<file path="src/rtl/mips_cpu_pkg.sv">
// Shared types for the MIPS execute-stage Hi/Lo unit: op encoding, FSM states, iteration count.
package mips_cpu_pkg;

  typedef enum logic [2:0] {
    OP_MULT  = 3'd0,
    OP_MULTU = 3'd1,
    OP_DIV   = 3'd2,
    OP_DIVU  = 3'd3,
    OP_MTHI  = 3'd4,
    OP_MTLO  = 3'd5
  } hilo_op_t;

  typedef enum logic [1:0] {
    IDLE = 2'd0,
    MUL  = 2'd1,
    DIV  = 2'd2,
    FIX  = 2'd3
  } hilo_state_t;

  localparam int HILO_ITERS = 32;

endpackage

</file>
<file path="src/rtl/mips_cpu_hilo_negate.sv">
// Conditional two's-complement negate; used for operand magnitudes and the final sign fix.
module mips_cpu_hilo_negate #(
  parameter int W = 64
) (
  input  logic         neg,
  input  logic [W-1:0] a,
  output logic [W-1:0] y
);

  assign y = neg ? (~a + W'(1)) : a;

endmodule

</file>
<file path="src/rtl/mips_cpu_hilo_unit.sv">
// Hi/Lo special-register unit: iterative MULT/MULTU/DIV/DIVU, MTHI/MTLO writes, MFHI/MFLO reads.
module mips_cpu_hilo_unit
  import mips_cpu_pkg::*;
#(
  parameter int XLEN  = 32,
  parameter int ITERS = HILO_ITERS
) (
  input  logic            clk,
  input  logic            rst,
  input  logic            op_valid,
  input  hilo_op_t        op,
  input  logic [XLEN-1:0] rs_val,
  input  logic [XLEN-1:0] rt_val,
  input  logic            rd_hi,
  input  logic            rd_lo,
  output logic [XLEN-1:0] rd_data,
  output logic            busy,
  output logic            stall,
  output logic [XLEN-1:0] hi,
  output logic [XLEN-1:0] lo
);

  hilo_state_t       state;
  logic [5:0]        cnt;
  logic [2*XLEN-1:0] acc;
  logic [XLEN-1:0]   rem;
  logic [XLEN-1:0]   dvsr;
  logic              neg_q;
  logic              neg_r;
  logic              op_mul;

  logic              is_signed;
  logic [XLEN-1:0]   rs_mag;
  logic [XLEN-1:0]   rt_mag;
  logic [2*XLEN-1:0] fix_acc;
  logic [XLEN-1:0]   fix_rem;
  logic [XLEN:0]     mul_sum;
  logic [XLEN:0]     part;
  logic [XLEN-1:0]   diff;
  logic              ge;

  assign is_signed = (op == OP_MULT) || (op == OP_DIV);

  mips_cpu_hilo_negate #(.W(XLEN)) u_rs_mag (
    .neg (is_signed & rs_val[XLEN-1]),
    .a   (rs_val),
    .y   (rs_mag)
  );

  mips_cpu_hilo_negate #(.W(XLEN)) u_rt_mag (
    .neg (is_signed & rt_val[XLEN-1]),
    .a   (rt_val),
    .y   (rt_mag)
  );

  // Product for MUL; for DIV only the low half (quotient) is consumed.
  mips_cpu_hilo_negate #(.W(2*XLEN)) u_fix_acc (
    .neg (neg_q),
    .a   (acc),
    .y   (fix_acc)
  );

  mips_cpu_hilo_negate #(.W(XLEN)) u_fix_rem (
    .neg (neg_r),
    .a   (rem),
    .y   (fix_rem)
  );

  // Multiplier sits in acc low half and shifts out LSB-first; divisor trial uses a 33-bit window.
  assign mul_sum = {1'b0, acc[2*XLEN-1:XLEN]} + (acc[0] ? {1'b0, dvsr} : '0);
  assign part    = {rem, acc[XLEN-1]};
  assign ge      = part >= {1'b0, dvsr};
  assign diff    = part[XLEN-1:0] - dvsr;

  assign busy    = (state != IDLE);
  assign stall   = busy & (op_valid | rd_hi | rd_lo);
  assign rd_data = rd_hi ? hi : (rd_lo ? lo : '0);

  always_ff @(posedge clk) begin
    if (rst) begin
      state <= IDLE;
      cnt   <= '0;
      hi    <= '0;
      lo    <= '0;
    end else begin
      case (state)
        IDLE: begin
          cnt <= '0;
          if (op_valid) begin
            case (op)
              OP_MULT, OP_MULTU: state <= MUL;
              OP_DIV,  OP_DIVU:  state <= DIV;
              OP_MTHI:           hi    <= rs_val;
              OP_MTLO:           lo    <= rs_val;
              default:           ;
            endcase
          end
        end
        MUL, DIV: begin
          cnt <= cnt + 6'd1;
          if (cnt == 6'(ITERS - 1)) state <= FIX;
        end
        FIX: begin
          state <= IDLE;
          if (op_mul) begin
            {hi, lo} <= fix_acc;
          end else begin
            lo <= fix_acc[XLEN-1:0];
            hi <= fix_rem;
          end
        end
        default: state <= IDLE;
      endcase
    end
  end

  // Datapath: no reset; contents are only consumed after a fresh accept.
  // A zero divisor yields all-ones quotient and rem=|rs|; clearing neg_q keeps lo
  // at 0xFFFFFFFF and the neg_r fix restores hi to the original rs.
  always_ff @(posedge clk) begin
    case (state)
      IDLE: begin
        if (op_valid) begin
          case (op)
            OP_MULT, OP_MULTU: begin
              acc    <= {{XLEN{1'b0}}, rt_mag};
              dvsr   <= rs_mag;
              neg_q  <= is_signed & (rs_val[XLEN-1] ^ rt_val[XLEN-1]);
              neg_r  <= 1'b0;
              op_mul <= 1'b1;
            end
            OP_DIV, OP_DIVU: begin
              acc    <= {{XLEN{1'b0}}, rs_mag};
              rem    <= '0;
              dvsr   <= rt_mag;
              neg_q  <= is_signed & (rs_val[XLEN-1] ^ rt_val[XLEN-1]) & (rt_val != '0);
              neg_r  <= is_signed & rs_val[XLEN-1];
              op_mul <= 1'b0;
            end
            default: ;
          endcase
        end
      end
      MUL: acc <= {mul_sum, acc[XLEN-1:1]};
      DIV: begin
        acc[XLEN-1:0] <= {acc[XLEN-2:0], ge};
        rem           <= ge ? diff : part[XLEN-1:0];
      end
      default: ;
    endcase
  end

endmodule

</file>
<file path="config.mk">
export PLATFORM = sky130hd
export DESIGN_NAME = mips_cpu_hilo_unit
export DESIGN_NICKNAME = d
export VERILOG_FILES = /design/src/rtl/mips_cpu_pkg.sv /design/src/rtl/mips_cpu_hilo_negate.sv /design/src/rtl/mips_cpu_hilo_unit.sv
export SDC_FILE = /design/constraint.sdc
export NUM_CORES = 1
export LEC_CHECK = 0
export CORE_MARGIN = 3
export CORE_UTILIZATION = 40
export CTS_CLUSTER_DIAMETER = 60
export DETAILED_ROUTE_END_ITERATION = 16
export DONT_BUFFER_PORTS = 1
export PLACE_DENSITY = 0.61
export RECOVER_POWER = 50
export SLEW_MARGIN = 10
export SYNTH_ARGS = -nofsm -noshare
export SYNTH_HDL_FRONTEND = slang
export SYNTH_SLANG_ARGS = --single-unit
</file>
<file path="constraint.sdc">
create_clock -name clk -period 4.65 [get_ports clk]
set_clock_uncertainty 0.05 [all_clocks]
set_input_delay 0.465 -clock clk [delete_from_list [all_inputs] [get_ports clk]]
set_output_delay 0.465 -clock clk [all_outputs]
set_load 0.01 [all_outputs]
</file>
-- After elaboration in Yosys (flattened, before gate mapping)
Index checks and enable logic that the tools add are counted.
- register bits after elaboration: 203
- input bits: 72
- logic and storage cells: 98
- add/sub/neg operators: 7
- order comparisons: 1
- equal/unequal tests: 15
- multiplexer cells: 31
- bitwise gates (word level): 12
- reduce and logical (&&, ||, !) cells: 21
- operators with widths (operator ; count):
    32-bit 2-to-1 mux ; 14
    32-bit one-hot mux with 2 select lines ; 5
    64-bit 2-to-1 mux ; 2
    64-bit one-hot mux with 2 select lines ; 1
    32-bit by 1-bit adder with 32-bit output, second input constant ; 3
    32-bit inverter ; 3
    32-bit one-hot mux with 3 select lines ; 1
    64-bit by 1-bit adder with 64-bit output, second input constant ; 1
    64-bit inverter ; 1
    32-bit by 32-bit adder with 33-bit output ; 1
    33-bit by 32-bit greater-or-equal comparator with 1-bit output ; 1
    32-bit nonzero test ; 1
    32-bit subtractor ; 1
    3-bit AND reduction ; 7
    6-bit one-hot mux with 2 select lines ; 1
    2-bit nonzero test ; 6
    6-bit by 1-bit adder with 6-bit output, second input constant ; 1
    3-bit by 2-bit equality test with 1-bit output, second input constant ; 2
    3-bit equality test, second input constant ; 2
    6-bit by 5-bit equality test with 1-bit output, second input constant ; 1
    2-bit by 1-bit inequality test with 1-bit output, second input constant ; 3
    1-bit one-hot mux with 2 select lines ; 3
    2-bit one-hot mux with 3 select lines ; 1
    2-bit OR reduction ; 3
    other kinds (14) ; 22

-- Logic depth before layout (Yosys ltp)
Gate-level depths: netlist (run 1).
- depth after elaboration: 7
- gate-level depth with buffers: 13
- gate-level depth less buffers: 12

-- Modules after synthesis
From an unflattened synthesis (run 1), not the netlist that was laid out.
- cell total of the unflattened synthesis: 2049
- area, all modules: 17381.7 µm²
- by module, submodules not included (module ; instances ; cells each ; area an instance (µm²)):
    mips_cpu_hilo_unit ; 1 ; 1546 ; 13401.6
    mips_cpu_hilo_negate at u_fix_rem ... ; 3 ; 99 ; 777.0
    mips_cpu_hilo_negate at u_fix_acc ; 1 ; 206 ; 1649.1

-- Worst setup path after synthesis (run 1)
No wires, ideal clock.
- kind: flip-flop to flip-flop
- start: register rem[12]
- end: register rem[20], data pin
- setup time: 0.266 ns
- arrival time: 3.117 ns
- data required time: 4.334 ns
- path slack: 1.217 ns
- cell stages (with the launch flop): 13
- clock period less this slack: 3.433 ns
- cell sequence: edfxtp_1 -> ha_1 -> clkbuf_1 -> nand2_1 -> o21ai_0 -> nand3_1 -> and3_1 -> a21oi_1 -> a21oi_1 -> nor2_1 -> clkbuf_1 -> mux2i_1 -> nor2_1
- cells in the longest elaborated chain, start to end: 3
- elaborated cells between the ends (all ways): 4
- classes of those cells: add/sub (1); order compare (1); mux (2)
- RTL lines (item ; RTL line ; text):
    start: declaration ; mips_cpu_hilo_unit.sv:26 ; logic [XLEN-1:0] rem;
    start signal: assignment ; mips_cpu_hilo_unit.sv:147 ; rem <= ge ? diff : part[XLEN-1:0];
    32-bit subtractor / 33-bit by 32-bit greater-or-equal comparator with 1-bit output (equally long branches) ; mips_cpu_hilo_unit.sv:73, mips_cpu_hilo_unit.sv:72 ;
    32-bit 2-to-1 mux * ; mips_cpu_hilo_unit.sv:147 ;
    32-bit one-hot mux with 2 select lines * ; mips_cpu_hilo_unit.sv:121 ; case (state)
Every way passes the cells marked *; elsewhere a longest branch is shown, timed or not.
A chain may end at the register's enable or synchronous reset.

-- Worst setup path after layout (run 1)
- start: register state[1]
- end: register acc[41], enable pin
- cells in the longest elaborated chain, start to end: 3
- elaborated cells between the ends (all ways): 6
- classes of those cells: eq/ne (3); reduce/logical (3)
- RTL lines (item ; RTL line ; text):
    start: declaration ; mips_cpu_hilo_unit.sv:23 ; hilo_state_t state;
    start signal: assignment ; mips_cpu_hilo_unit.sv:81 ; state <= IDLE;
    start signal: assignment ; mips_cpu_hilo_unit.sv:91 ; OP_MULT, OP_MULTU: state <= MUL;
    start signal: assignment ; mips_cpu_hilo_unit.sv:92 ; OP_DIV, OP_DIVU: state <= DIV;
    2-bit zero test / 2-bit by 1-bit equality test with 1-bit output (equally long branches) ; mips_cpu_hilo_unit.sv:121 ;
    3-bit by 1-bit inequality test with 1-bit output (no line), or another cell as far along ; n/a ;
    3-bit AND reduction (no line) * ; n/a ;
    end signal: assignment ; mips_cpu_hilo_unit.sv:126 ; acc <= {{XLEN{1'b0}}, rt_mag};
    end signal: assignment ; mips_cpu_hilo_unit.sv:133 ; acc <= {{XLEN{1'b0}}, rs_mag};
    end signal: assignment ; mips_cpu_hilo_unit.sv:144 ; MUL: acc <= {mul_sum, acc[XLEN-1:1]};
    end: declaration ; mips_cpu_hilo_unit.sv:25 ; logic [2*XLEN-1:0] acc;
Marks and branches as above.

==> results_dict.tcl, run 1 <==
set metrics [dict create \
    slew_headroom -0.9930 \
    area_growth_pct 8.754 \
    criticalPathCategory "reg -> reg" \
    cts_buffers 30 \
    hold_path_class "in -> reg" \
    fmax_ghz 0.2453 \
    grt_max_degree 66 \
    syn-cell-area_sq_mm 0.01675 \
    grt.total_usage 0.2898 \
    placed_cell_area_sq_mm 0.01722 \
    cts_buffer_depth 3 \
    critPathCaptureType "flip-flop" \
    synth.avg_cell_area_sq_um 7.909 \
    violations "capacitance limit, slew limit" \
    grt_overflow 0 \
    die_w_um 210.6 \
    cts_setup_buffers 0 \
    first_pass_iters 5 \
    r2r-end "acc[41]" \
    die_h_um 210.6 \
    dp_cells 2555 \
    outcome "finished, violations left" \
    port_buffers 0 \
    htreeDepth 1 \
    ant_nets 0 \
    core_sq_mm 0.04111 \
    final_area_sq_mm 0.01822 \
    drive_gt1_frac 0.05185 \
    hold_violations 0 \
    post_cts_resized 0 \
    cts_tree "built" \
    finalWirelength_mm 66.97 \
    fin_crit_sh 0.8766 \
    synthesis.nets 2266 \
    rrSetupSlack_ps 570 \
    num_vias 16519 \
    finalNonFillerCells 2617 \
    max_slew.worst_pin.slew_ps 2990 \
    start_util 0.4075 \
    max_cap_viol_count 5 \
    cp-start-kind "flip-flop" \
    mostFrequentLayoutCells "nor2_1, nand2_1, a21oi_1" \
    regArea_sq_mm 0.005375 \
    fin_nets 2207 \
    die_area_sq_mm 0.04437 \
    synth_cells 2118 \
    gp_congestion 0.9699 \
    routedWlPerCell_um 25.59 \
    p_leak_nw 6.777 \
    final_max_slew_viol_count 188 \
    clk_pin_slew_ps 60 \
    cts.hold.buffers_added 4 \
    r2r_cells 7 \
    worstPathRequired_ps 4740 \
    fin_crit_ps 4076 \
    yosysWarningCount 0 \
    worstPathArrival_ps 4160 \
    grt_pass1_wl_mm 98.02 \
    fin_setup_tns_ps 0 \
    fill_cells 4179 \
    insertion_delay_ps 610 \
    async_reset_ff_frac 0 \
    cts_root_buffer "clkbuf_16" \
    p_per_area_mw_per_mm2 565.7 \
    hold_ws_ps 21.33 \
    dpl.hpwl_mm 52.25 \
    antenna_found_initial 4 \
    multi_input_area_sq_mm 0.01062 \
    drt-initial-drc-count 1965 \
    crit_path_start "state[1]" \
    yosys_register_bits 203 \
    ys_seq_area_frac 0.3209 \
    crit_end "acc[41]" \
    num_io_pins 170 \
    vdd_drop_max_v 0.0004765 \
    synth_edf_count 131 \
    drc 0 \
    rows 74 \
    reg2reg_from "state[1]" \
    path_max_fanout 42 \
    ys_types 78 \
    via_per_inst 6.312 \
    rsz0062_at_grt "no" \
    setup_violations 0 \
    layout_commonest_cell "nor2_1" \
    cts_sinks 203 \
    synthFlopType "edfxtp_1" \
    grt_pass1_vias 15217 \
]
-- sequential cells by signal, summed over array words and instances (netlist names) --
signal	count
op_mul	1
neg_r	1
hi	32
dvsr	32
acc	64
state	2
rem	32
neg_q	1
lo	32
cnt	6
-- report_power, final --
part           leakage (nW)  internal (W)  switching, W
registers              1.83       0.00259      0.000649
logic                  4.47       0.00167       0.00311
clock network         0.480       0.00127       0.00101
-- synthesized netlist by cell type, types with 5 or more instances --
| cell | n | area share |
|---|---|---|
| or4_1 | 20 | 0.0090 |
| xnor2_1 | 89 | 0.047 |
| nor3_1 | 49 | 0.015 |
| buf_1 | 13 | 0.0029 |
| nand2_1 | 233 | 0.052 |
| or3_1 | 15 | 0.0056 |
| inv_1 | 78 | 0.017 |
| nand2b_1 | 17 | 0.0063 |
| a211oi_1 | 52 | 0.023 |
| o21ai_0 | 138 | 0.041 |
| o211ai_1 | 11 | 0.0049 |
| dfxtp_1 | 72 | 0.086 |
| a22oi_1 | 25 | 0.011 |
| a21oi_1 | 232 | 0.069 |
| nand3_1 | 26 | 0.0078 |
| mux2i_1 | 55 | 0.033 |
| nor4_1 | 14 | 0.0052 |
| buf_2 | 6 | 0.0018 |
| xor2_1 | 95 | 0.050 |
| nand4_1 | 16 | 0.0060 |
| edfxtp_1 | 131 | 0.23 |
| a21o_1 | 28 | 0.013 |
| a221oi_1 | 5 | 0.0026 |
| a31oi_1 | 18 | 0.0067 |
| o41ai_1 | 20 | 0.010 |
| ha_1 | 74 | 0.055 |
| o31ai_1 | 36 | 0.016 |
| clkbuf_1 | 102 | 0.023 |
| nor2b_1 | 9 | 0.0034 |
| and3_1 | 24 | 0.0090 |
| nor2_1 | 271 | 0.061 |
| o21a_1 | 13 | 0.0058 |
| a311oi_1 | 6 | 0.0031 |
| o21ai_1 | 16 | 0.0048 |
| and4_1 | 5 | 0.0026 |
| o21bai_1 | 8 | 0.0036 |
| and2_1 | 7 | 0.0026 |
| o22ai_1 | 16 | 0.0060 |
-- worst max-delay path, stage by stage, from the launching register on --
cell and delay, ps:
dfxtp_1 360, inv_1 90, ha_1 140, clkbuf_2 750
clkinv_1 160, buf_4 290, o22ai_1 200, clkbuf_1 1500
-- routing by layer --
layer	part of all wire	wire length (um)	GRT usage
met1	0.42	28250	0.4097
met2	0.43	28910	0.4436
met3	0.10	6707	0.04857
met4	0.046	3077	0.1136
met5	0.00039	26	0
-- cell families (layout without fill, tap and decap cells) --
kind of cell / Yosys count / count (layout) / synth area share
DFF: 203 / 203 / 0.3209
adders and majority gates: 76 / 76 / 0.05766
xor gates and xnor gates: 184 / 184 / 0.09621
muxes: 59 / 59 / 0.03555
AOI/OAI and AO/OA: 661 / 661 / 0.2431
other: 0 / 2 / 0
and+or+nand+nor: 732 / 732 / 0.1997
buffers and inverters: 203 / 168 / 0.04683
-- worst min path at each step --
stage / startpoint / end / slack (ps) / cells past startpoint
global placement: cnt[2] / cnt[2] / 430 / 2
finish: rst / hi[22] / 20 / 3
detailed placement: cnt[2] / cnt[2] / 440 / 2
floorplan: cnt[2] / cnt[2] / 420 / 2
global route: rs_val[15] / hi[15] / 40 / 2
CTS: rs_val[15] / hi[15] / 9 / 2
-- per-stage QoR --
step                  util  total power, W  worst slack [ps]
floorplan                -        0.006393              1217
global placement    0.4189        0.007882             769.8
detailed placement  0.4189        0.007918             791.4
CTS                 0.4440         0.01021             795.0
global route        0.4430         0.01086             390.8
finish              0.4431         0.01031             573.6
-- final cells by class --
| type | instances | area share |
|---|---|---|
| sequential | 203 | 0.2951 |
| clock buffer | 32 | 0.04169 |
| tap | 532 | 0.03654 |
| timing repair buffer | 32 | 0.01490 |
| multi-input combinational | 1712 | 0.5832 |
| inverter | 80 | 0.01648 |
| antenna | 2 | 0.0002747 |
| clock inverter | 24 | 0.01188 |
Power figures use the tool's default switching activity.
==> run 2: changes to the inputs <==
Settings changed: PLACE_DENSITY 0.61 to 0.63, RECOVER_POWER 50 to 100.
Clock period 4.65 ns to 3.73 ns, I/O delays scaled along.
==> run 2 against run 1 <==
  * The run still ends with capacitance limit, slew limit left
  * Fmax rose by 12%
  * Final cell count rose by 1.6%
  * Sequential share of layout area fell by 0.45 points
  * First-iteration DRC count fell by 6.5%
  * Via count rose by 1.2%
  * Clock-buffer cell count rose by 1
  * Design area rose by 1.6%
  * Wire length rose by 0.26%
  * Flip-flop and latch count did not move
  * Largest power group unchanged
==> results_dict.tcl, run 2 (synthesis gave the netlist of run 1 again) <==
set metrics [dict create \
    vdd_drop_max_v 0.0008726 \
    finalWirelength_mm 67.14 \
    die_w_um 210.6 \
    grt_overflow 0 \
    cts_buffer_depth 3 \
    diodes 0 \
    cts_sinks 203 \
    largest_register_ffs 64 \
    fin_setup_tns_ps 0 \
    fin_nets 2254 \
    hold_depth 2 \
    routedWlPerCell_um 25.25 \
    drt-initial-drc-count 1837 \
    gp_congestion 0.9813 \
    fin_ws_ps 99.69 \
    rrSetupSlack_ps 100 \
    violations "capacitance limit, slew limit" \
    fmax_ghz 0.2755 \
    regMostFlops "acc" \
    drive_gt1_frac 0.06535 \
    max_slew.worst_pin.slew_ps 2970 \
    worstPathRequired_ps 4190 \
    die_h_um 210.6 \
    num_vias 16715 \
    cp-start-kind "flip-flop" \
    hold_violations 0 \
    port_buffers 0 \
    p_leak_nw 6.947 \
    outcome "finished, violations left" \
    via_per_inst 6.286 \
    first_pass_iters 6 \
    start_util 0.4075 \
    path_max_fanout 5 \
    p_per_area_mw_per_mm2 699.4 \
    clk_pin_slew_ps 60 \
    slew_headroom -0.9798 \
    dpl.hpwl_mm 52.52 \
    htreeDepth 1 \
    cts_tree "built" \
    mostFrequentLayoutCells "nor2_1, nand2_1, a21oi_1" \
    setup_violations 0 \
    rsz0062_at_grt "no" \
    rows 74 \
    ant_nets 0 \
    layout_commonest_cell "nor2_1" \
    cts_buffers 28 \
    grt_max_degree 66 \
    fin_crit_sh 0.9733 \
    grt.total_usage 0.2913 \
    hold_path_class "in -> reg" \
    criticalPathCategory "reg -> reg" \
    grt-busiest-layer "met2" \
    grt_pass1_vias 15237 \
    max_cap_viol_count 1 \
    core_sq_mm 0.04111 \
    final_max_slew_viol_count 63 \
    worstPathArrival_ps 4090 \
    area_growth_pct 10.45 \
    antenna_found_initial 5 \
    grt_util_met1 0.4051 \
    die_area_sq_mm 0.04437 \
    fin_crit_ps 3630 \
    grtUsageMet3 0.07426 \
    r2r_cells 9 \
    num_io_pins 170 \
    place_ws_ps 142.7 \
    power_w 0.01294 \
    drc 0 \
    grt_pass1_wl_mm 98.39 \
    cts_root_buffer "clkbuf_16" \
    post_cts_resized 0 \
    critPathCaptureType "flip-flop" \
    insertion_delay_ps 570 \
    grt_util_met2 0.4401 \
]
-- run 2: cell types whose count changed in the layout (fill, tap and decap cells not counted), sizes merged, moves of 2 or more --
cell         delta
buf            +35
diode           -2
inv             -6
dlygate4sd3     +6
clkinv          -2
clkbuf          +9
-- run 2: layer usage --
| metal | part of all wire | vias to the layer above |
|---|---|---|
| met1 | 0.42 | 7955 |
| met2 | 0.43 | 896 |
| li1 | - | 7718 |
| met3 | 0.10 | 142 |
| met5 | 0.00043 | - |
| met4 | 0.042 | 4 |
-- run 2: path summary, 6_finish.rpt --
path | startpoint | end
hold reg to reg | cnt[0] | cnt[0]
hold / removal | rs_val[17] | hi[17]
setup reg to reg | acc[16] | lo[31]
setup / recovery | acc[16] | lo[31]
-- run 2: through the flow --
stage	instance area [sq um]	hold WS, ps	util	cells
after floorplan	16750	420.6	-	2118
after global placement	17520	401.8	0.4261	2598
after detailed placement	17520	402.9	0.4261	2598
after CTS	18570	6.478	0.4517	2659
after global routing	18500	39.05	0.4501	2659
final	18500	25.79	0.4501	2659
-- run 2: report_power, final --
group          internal (W)  switching, W  total (W)  leakage [nW]
combinational       0.00222       0.00414    0.00636          4.67
clock               0.00161       0.00111    0.00271         0.451
sequential          0.00322      0.000647    0.00386          1.83
total               0.00705       0.00589     0.0129          6.95
-- run 2: layout make-up --
| type | count | area, sq um |
|---|---|---|
| inverter | 80 | 300.3 |
| clock buffer | 33 | 760.7 |
| fill | 4099 | 22610 |
| sequential | 203 | 5375 |
| tap | 532 | 665.6 |
| timing repair buffer | 81 | 603.1 |
| clock inverter | 18 | 175.2 |
| multi-input combinational | 1712 | 10620 |
-- run 2: critical path, cell delays in order, from the launching register on --
cell      delay (ps)
edfxtp_1         380
or4_1            630
or3_1            420
or3_2            500
o31ai_1          470
xnor2_1          170
a211oi_1         590
buf_4            220
a21oi_1           40
nor2_1           100
-- run 2: what timing repair did --
action                    in CTS  in global routing
setup buffers                  0                  0
hold buffers                  10                  0
hold endpoints to repair      72                  0
